## config.mk

```make
export PLATFORM = sky130hd
export DESIGN_NAME = depth_weights_loader
export DESIGN_NICKNAME = d
export VERILOG_FILES = /design/src/rtl/depth_pkg.sv /design/src/rtl/depth_tap_assembler.sv /design/src/rtl/depth_weights_loader.sv
export SDC_FILE = /design/constraint.sdc
export NUM_CORES = 1
export LEC_CHECK = 0
export BUFFER_PORTS_ARGS = -buffer_cell sky130_fd_sc_hd__buf_2
export CAP_MARGIN = 20
export CORE_ASPECT_RATIO = 1.4
export CORE_MARGIN = 3
export CORE_UTILIZATION = 56
export CTS_CLUSTER_DIAMETER = 60
export DETAILED_ROUTE_END_ITERATION = 8
export HOLD_SLACK_MARGIN = 0.03
export PLACE_DENSITY = 0.81
export SLEW_MARGIN = 20
export SYNTH_ARGS = -nofsm -noshare
export SYNTH_HDL_FRONTEND = slang
export SYNTH_SLANG_ARGS = --single-unit
```

## constraint.sdc

```tcl
create_clock -name clk -period 17.53 [get_ports clk]
set_input_delay 4.3825 -clock clk [delete_from_list [all_inputs] [get_ports clk]]
set_output_delay 4.3825 -clock clk [all_outputs]
set_load 0.01 [all_outputs]
```

## src/rtl/depth_pkg.sv

```systemverilog
// Shared constants, FSM encoding and lane-slice macro for the depthwise weight loader.
// Optional checksum output is enabled with DEPTH_WEIGHTS_CHECKSUM_EN.
`ifndef DEPTH_LANE
`define DEPTH_LANE(k, w) (k)*(w) +: (w)
`endif

package depth_pkg;
  localparam int DATA_WIDTH = 14;
  localparam int TAPS       = 25;
  localparam int HEIGHT     = 2480;
  localparam int ADDR_WIDTH = 12;

  typedef enum logic [1:0] {
    IDLE    = 2'd0,
    COLLECT = 2'd1,
    WRITE   = 2'd2,
    FIN     = 2'd3
  } state_t;
endpackage

```

## src/rtl/depth_tap_assembler.sv

```systemverilog
// Row register of TAPS lanes plus the tap counter; flags the last tap of a row.
// Lanes are overwritten in place, so the row doubles as the memory data bus.
module depth_tap_assembler
  import depth_pkg::*;
#(
  parameter int DW = DATA_WIDTH,
  parameter int N  = TAPS
) (
  input  logic          clk,
  input  logic          rst,
  input  logic          clear,
  input  logic          load,
  input  logic [DW-1:0] din,
  output logic [N*DW-1:0] row,
  output logic          last
);
  localparam int CW = $clog2(N);

  logic [CW-1:0] tap_cnt;

  assign last = load && (tap_cnt == CW'(N - 1));

  always_ff @(posedge clk or posedge rst) begin
    if (rst) begin
      row     <= '0;
      tap_cnt <= '0;
    end else if (clear) begin
      tap_cnt <= '0;
    end else if (load) begin
      row[`DEPTH_LANE(tap_cnt, DW)] <= din;
      tap_cnt <= last ? '0 : tap_cnt + CW'(1);
    end
  end
endmodule

```

## src/rtl/depth_weights_loader.sv

```systemverilog
// Packs serial kernel taps into rows and writes them to the depthwise weight memory.
// Define DEPTH_WEIGHTS_CHECKSUM_EN to add the 16-bit tap checksum output.
module depth_weights_loader
  import depth_pkg::*;
#(
  parameter int DW  = DATA_WIDTH,
  parameter int NT  = TAPS,
  parameter int HT  = HEIGHT,
  parameter int AW  = ADDR_WIDTH
) (
`ifdef DEPTH_WEIGHTS_CHECKSUM_EN
  output logic [15:0]      checksum,
`endif
  input  logic             clk,
  input  logic             rst,
  input  logic             start,
  input  logic [AW-1:0]    base_addr,
  input  logic [AW-1:0]    num_rows,
  input  logic             s_valid,
  input  logic [DW-1:0]    s_data,
  output logic             s_ready,
  output logic [NT*DW-1:0] mem_data,
  output logic [AW-1:0]    mem_index,
  output logic             mem_en,
  output logic             mem_wr,
  output logic             busy,
  output logic             done,
  output logic             err
);
  state_t state, nxt;

  logic [AW-1:0] base_q;
  logic [AW-1:0] rows_q;
  logic [AW-1:0] row_cnt;
  logic [AW:0]   end_row;
  logic          accept;
  logic          range_bad;
  logic          hs;
  logic          tap_last;
  logic          last_row;

  assign accept    = (state == IDLE) && start;
  assign end_row   = {1'b0, base_addr} + {1'b0, num_rows};
  assign range_bad = end_row > (AW+1)'(HT);
  assign hs        = s_valid && s_ready;
  assign last_row  = row_cnt == (rows_q - AW'(1));

  assign s_ready = state == COLLECT;
  assign mem_wr  = state == WRITE;
  assign mem_en  = state == WRITE;
  assign done    = state == FIN;
  assign busy    = state != IDLE;

  depth_tap_assembler #(
    .DW (DW),
    .N  (NT)
  ) u_asm (
    .clk   (clk),
    .rst   (rst),
    .clear (accept),
    .load  (hs),
    .din   (s_data),
    .row   (mem_data),
    .last  (tap_last)
  );

  always_comb begin
    nxt = state;
    unique case (state)
      IDLE: begin
        if (accept) begin
          if (num_rows == '0)  nxt = FIN;
          else if (range_bad)  nxt = FIN;
          else                 nxt = COLLECT;
        end
      end
      COLLECT: if (tap_last) nxt = WRITE;
      WRITE:   nxt = last_row ? FIN : COLLECT;
      FIN:     nxt = IDLE;
      default: nxt = IDLE;
    endcase
  end

  always_ff @(posedge clk or posedge rst) begin
    if (rst) state <= IDLE;
    else     state <= nxt;
  end

  always_ff @(posedge clk or posedge rst) begin
    if (rst) begin
      base_q    <= '0;
      rows_q    <= '0;
      row_cnt   <= '0;
      err       <= 1'b0;
      mem_index <= '0;
    end else begin
      if (accept) begin
        base_q  <= base_addr;
        rows_q  <= num_rows;
        row_cnt <= '0;
        err     <= (num_rows != '0) && range_bad;
      end
      // Index is captured with the last tap so it holds after the write.
      if (tap_last) mem_index <= base_q + row_cnt;
      if (state == WRITE && !last_row) row_cnt <= row_cnt + AW'(1);
    end
  end

`ifdef DEPTH_WEIGHTS_CHECKSUM_EN
  always_ff @(posedge clk or posedge rst) begin
    if (rst)         checksum <= '0;
    else if (accept) checksum <= '0;
    else if (hs)     checksum <= checksum + 16'($signed(s_data));
  end
`endif
endmodule
```

==> metrics <==
XOR/XNOR Fraction of Synth Area 0.0199; final std cells w/o fill 2813; Max-Cap Viols 0; post-synthesis cell count 1933; FFs w/ async S/R, synth 1.00; GPL Wtd Cong 1.02; startpoint types flip-flop; Rows 82; worst min path class reg2reg; pin count of the biggest net entering global routing 188; Final Hold Viols 0; Clock Pin Slew Worst Setup and Hold Paths 0.07 ns; initial DRC count 1325; WP data required 17.96 ns; RSZ-0062 raised after global routing false; CP max FO 39; dominant synthesized flop cell dfrtp_1; Synth Register Bits 406; HPWL after detailed placement 50300 um; crit path cell chain buf_4, fa_1, ha_1, fa_1, xnor2_1, and3_1, and3_1, ha_1, inv_1, nor4_1, a41oi_1, nor2_1, a31oi_1, mux2_2; via density per instance 6.21; clk sink count 406; Worst setup EP type flip-flop; GRT Overall Usage 0.338; Final setup viols 0; Num CTS Buffers 41; period utilization 0.370; Worst Tran Pin Value 1.16 ns; # IOs 410; initial antenna violation count 0; status finished, final reports clean; final slew viol count 0; Syn Area/Cell 10.7 um2; first-pass GRT wire length 104000 um; Slew HR 0.217; f_max 154 MHz; Area Overhead vs Synth 19.5%; core area 36100 um2; remaining routing DRC violations 0; number of iterations in the first detailed-routing pass 6; post-CTS setup buffers 0; Unique masters post-synth 76; Ys Warns 0; DR vias 17500; share of synthesized area occupied by flip-flops and latches 0.491; net count after synthesis 2021; CP Data Arrival Time 6.91 ns; Starting Density 0.573; Post-Syn Area 20700 um2; Placed Cells 2738; CTS root buf clkbuf_16; share of cells above drive strength 1 0.377; Post-Synth Simple-Gate Area 0.147; main combinational cell family by area after synthesis multiplexers; CTS Buffer Depth 3; vias in the first global route 17800; Post-synth EDFFs 0; critical path type reg2reg; # port buffers 409; post-CTS sizing 0; mux cell area share after synthesis 0.197; Wirelength per Cell 24.3 um; complex-gate fraction of the synthesized area 0.0894; Skew-Pair Late Insertion Delay 0.56 ns; Crit-path slowest cell a41oi_1; commonest non-fill, non-tap cell in the layout buf_2; # diodes 0; GRT overflow 0; H-tree levels 2; die height 233 um; setup TNS 0 ns; # hold bufs at CTS 0; CTS tree built; Routed Antenna Nets 0; final wirelength 68300 um; Max Clock Skew 0.0197 ns; Final nets 2408; Die Area 39300 um2; post-synthesis adder-cell area fraction 0.0304; die width 168 um; most frequent cells in the layout 409 x buf_2, 406 x dfrtp_1, 345 x mux2_2; Crit path largest cell delay 0.91 ns; Final min period 6.48 ns
-- per-stage QoR --
step | cell area [um2] | util | hold WS (ns) | worst slack [ns]
after floorplan | 20700 | - | 0.452 | 1.85
after global placement | 23200 | 0.643 | 0.455 | 10.67
after detailed placement | 23200 | 0.643 | 0.467 | 10.58
after CTS | 24700 | 0.684 | 0.483 | 11.15
after global routing | 24700 | 0.685 | 0.509 | 10.81
final | 24700 | 0.685 | 0.483 | 11.05
-- worst max-delay path: cells and delay by family, from the launching register on --
| kind | cells | cell delay [ns] |
|---|---|---|
| adders and majority gates | 4 | 1.65 |
| and+or+nand+nor | 4 | 1.33 |
| AOI/OAI and AO/OA | 2 | 1.28 |
| xor gates and xnor gates | 1 | 0.70 |
| buffers and inverters | 2 | 0.69 |
| muxes | 1 | 0.37 |
| DFF | 1 | 0.32 |
-- flip-flops by register name, indices dropped and copies added (netlist names) --
signal / count
state: 2
mem_index: 12
row_cnt: 12
rows_q: 12
u_asm.row: 350
base_q: 12
u_asm.tap_cnt: 5
err: 1
-- routing by layer --
layer / share of wire / track usage / vias up
met1: 0.36 / 0.398 / 8671
met3: 0.078 / 0.0704 / 245
met4: 0.071 / 0.195 / 0
met5: 0 / 0 / -
met2: 0.49 / 0.575 / 878
li1: - / - / 7684
-- final timing paths --
path                            slack [ns]              from  cells past startpoint        endpoint
worst max register to register       11.05  u_asm.tap_cnt[0]                     14  u_asm.row[132]
min in group asynchronous             3.78               rst                      2  u_asm.row[181]
worst min-delay path                  0.48      mem_index[7]                      2    mem_index[7]
max in group asynchronous            11.86               rst                      4   u_asm.row[74]
worst min register to register        0.48      mem_index[7]                      2    mem_index[7]
worst max-delay path                 11.05  u_asm.tap_cnt[0]                     14  u_asm.row[132]
-- area by class of cell --
class                   count  area (um2)
flip-flops and latches    406       10200
clock buffers              59        1210
well taps                 462         578
fillers                  2653       11400
repair buffers            439        2300
multi-input cells        1400       10100
inverters                  32         128
clock inverters            15         275
-- cells by family (layout without fill, tap and decap cells) --
logic type | Yosys count | in the layout
adders and majority gates | 46 | 46
buffers and inverters | 127 | 545
muxes | 359 | 359
xor gates and xnor gates | 47 | 47
and+or+nand+nor | 658 | 658
DFF | 406 | 406
AOI/OAI and AO/OA | 290 | 290
-- synthesized netlist by cell type, types with 10 or more instances --
| cell | n | area, um2 |
|---|---|---|
| o21ai_0 | 84 | 420 |
| nand4_1 | 13 | 81.3 |
| a21o_1 | 14 | 105 |
| or2_2 | 13 | 81.3 |
| nand3_1 | 70 | 350 |
| or3_1 | 12 | 75.1 |
| clkbuf_1 | 62 | 233 |
| nand2b_1 | 16 | 100 |
| xor2_1 | 16 | 140 |
| a21oi_1 | 44 | 220 |
| inv_1 | 32 | 120 |
| nor4_1 | 15 | 93.8 |
| mux2i_1 | 10 | 100 |
| xnor2_1 | 31 | 272 |
| dfrtp_1 | 406 | 10200 |
| nor3_1 | 31 | 155 |
| ha_1 | 39 | 488 |
| o22ai_1 | 53 | 332 |
| nand2_1 | 240 | 901 |
| buf_1 | 13 | 48.8 |
| and3_1 | 17 | 106 |
| and2_1 | 27 | 169 |
| buf_2 | 17 | 85.1 |
| nor2_1 | 166 | 623 |
| o31ai_1 | 13 | 97.6 |
| nor2b_1 | 11 | 68.8 |
| mux2_2 | 345 | 3880 |
Power is not shown: default switching activity piles up to over one toggle a cycle in this logic, so the estimate is an artifact.
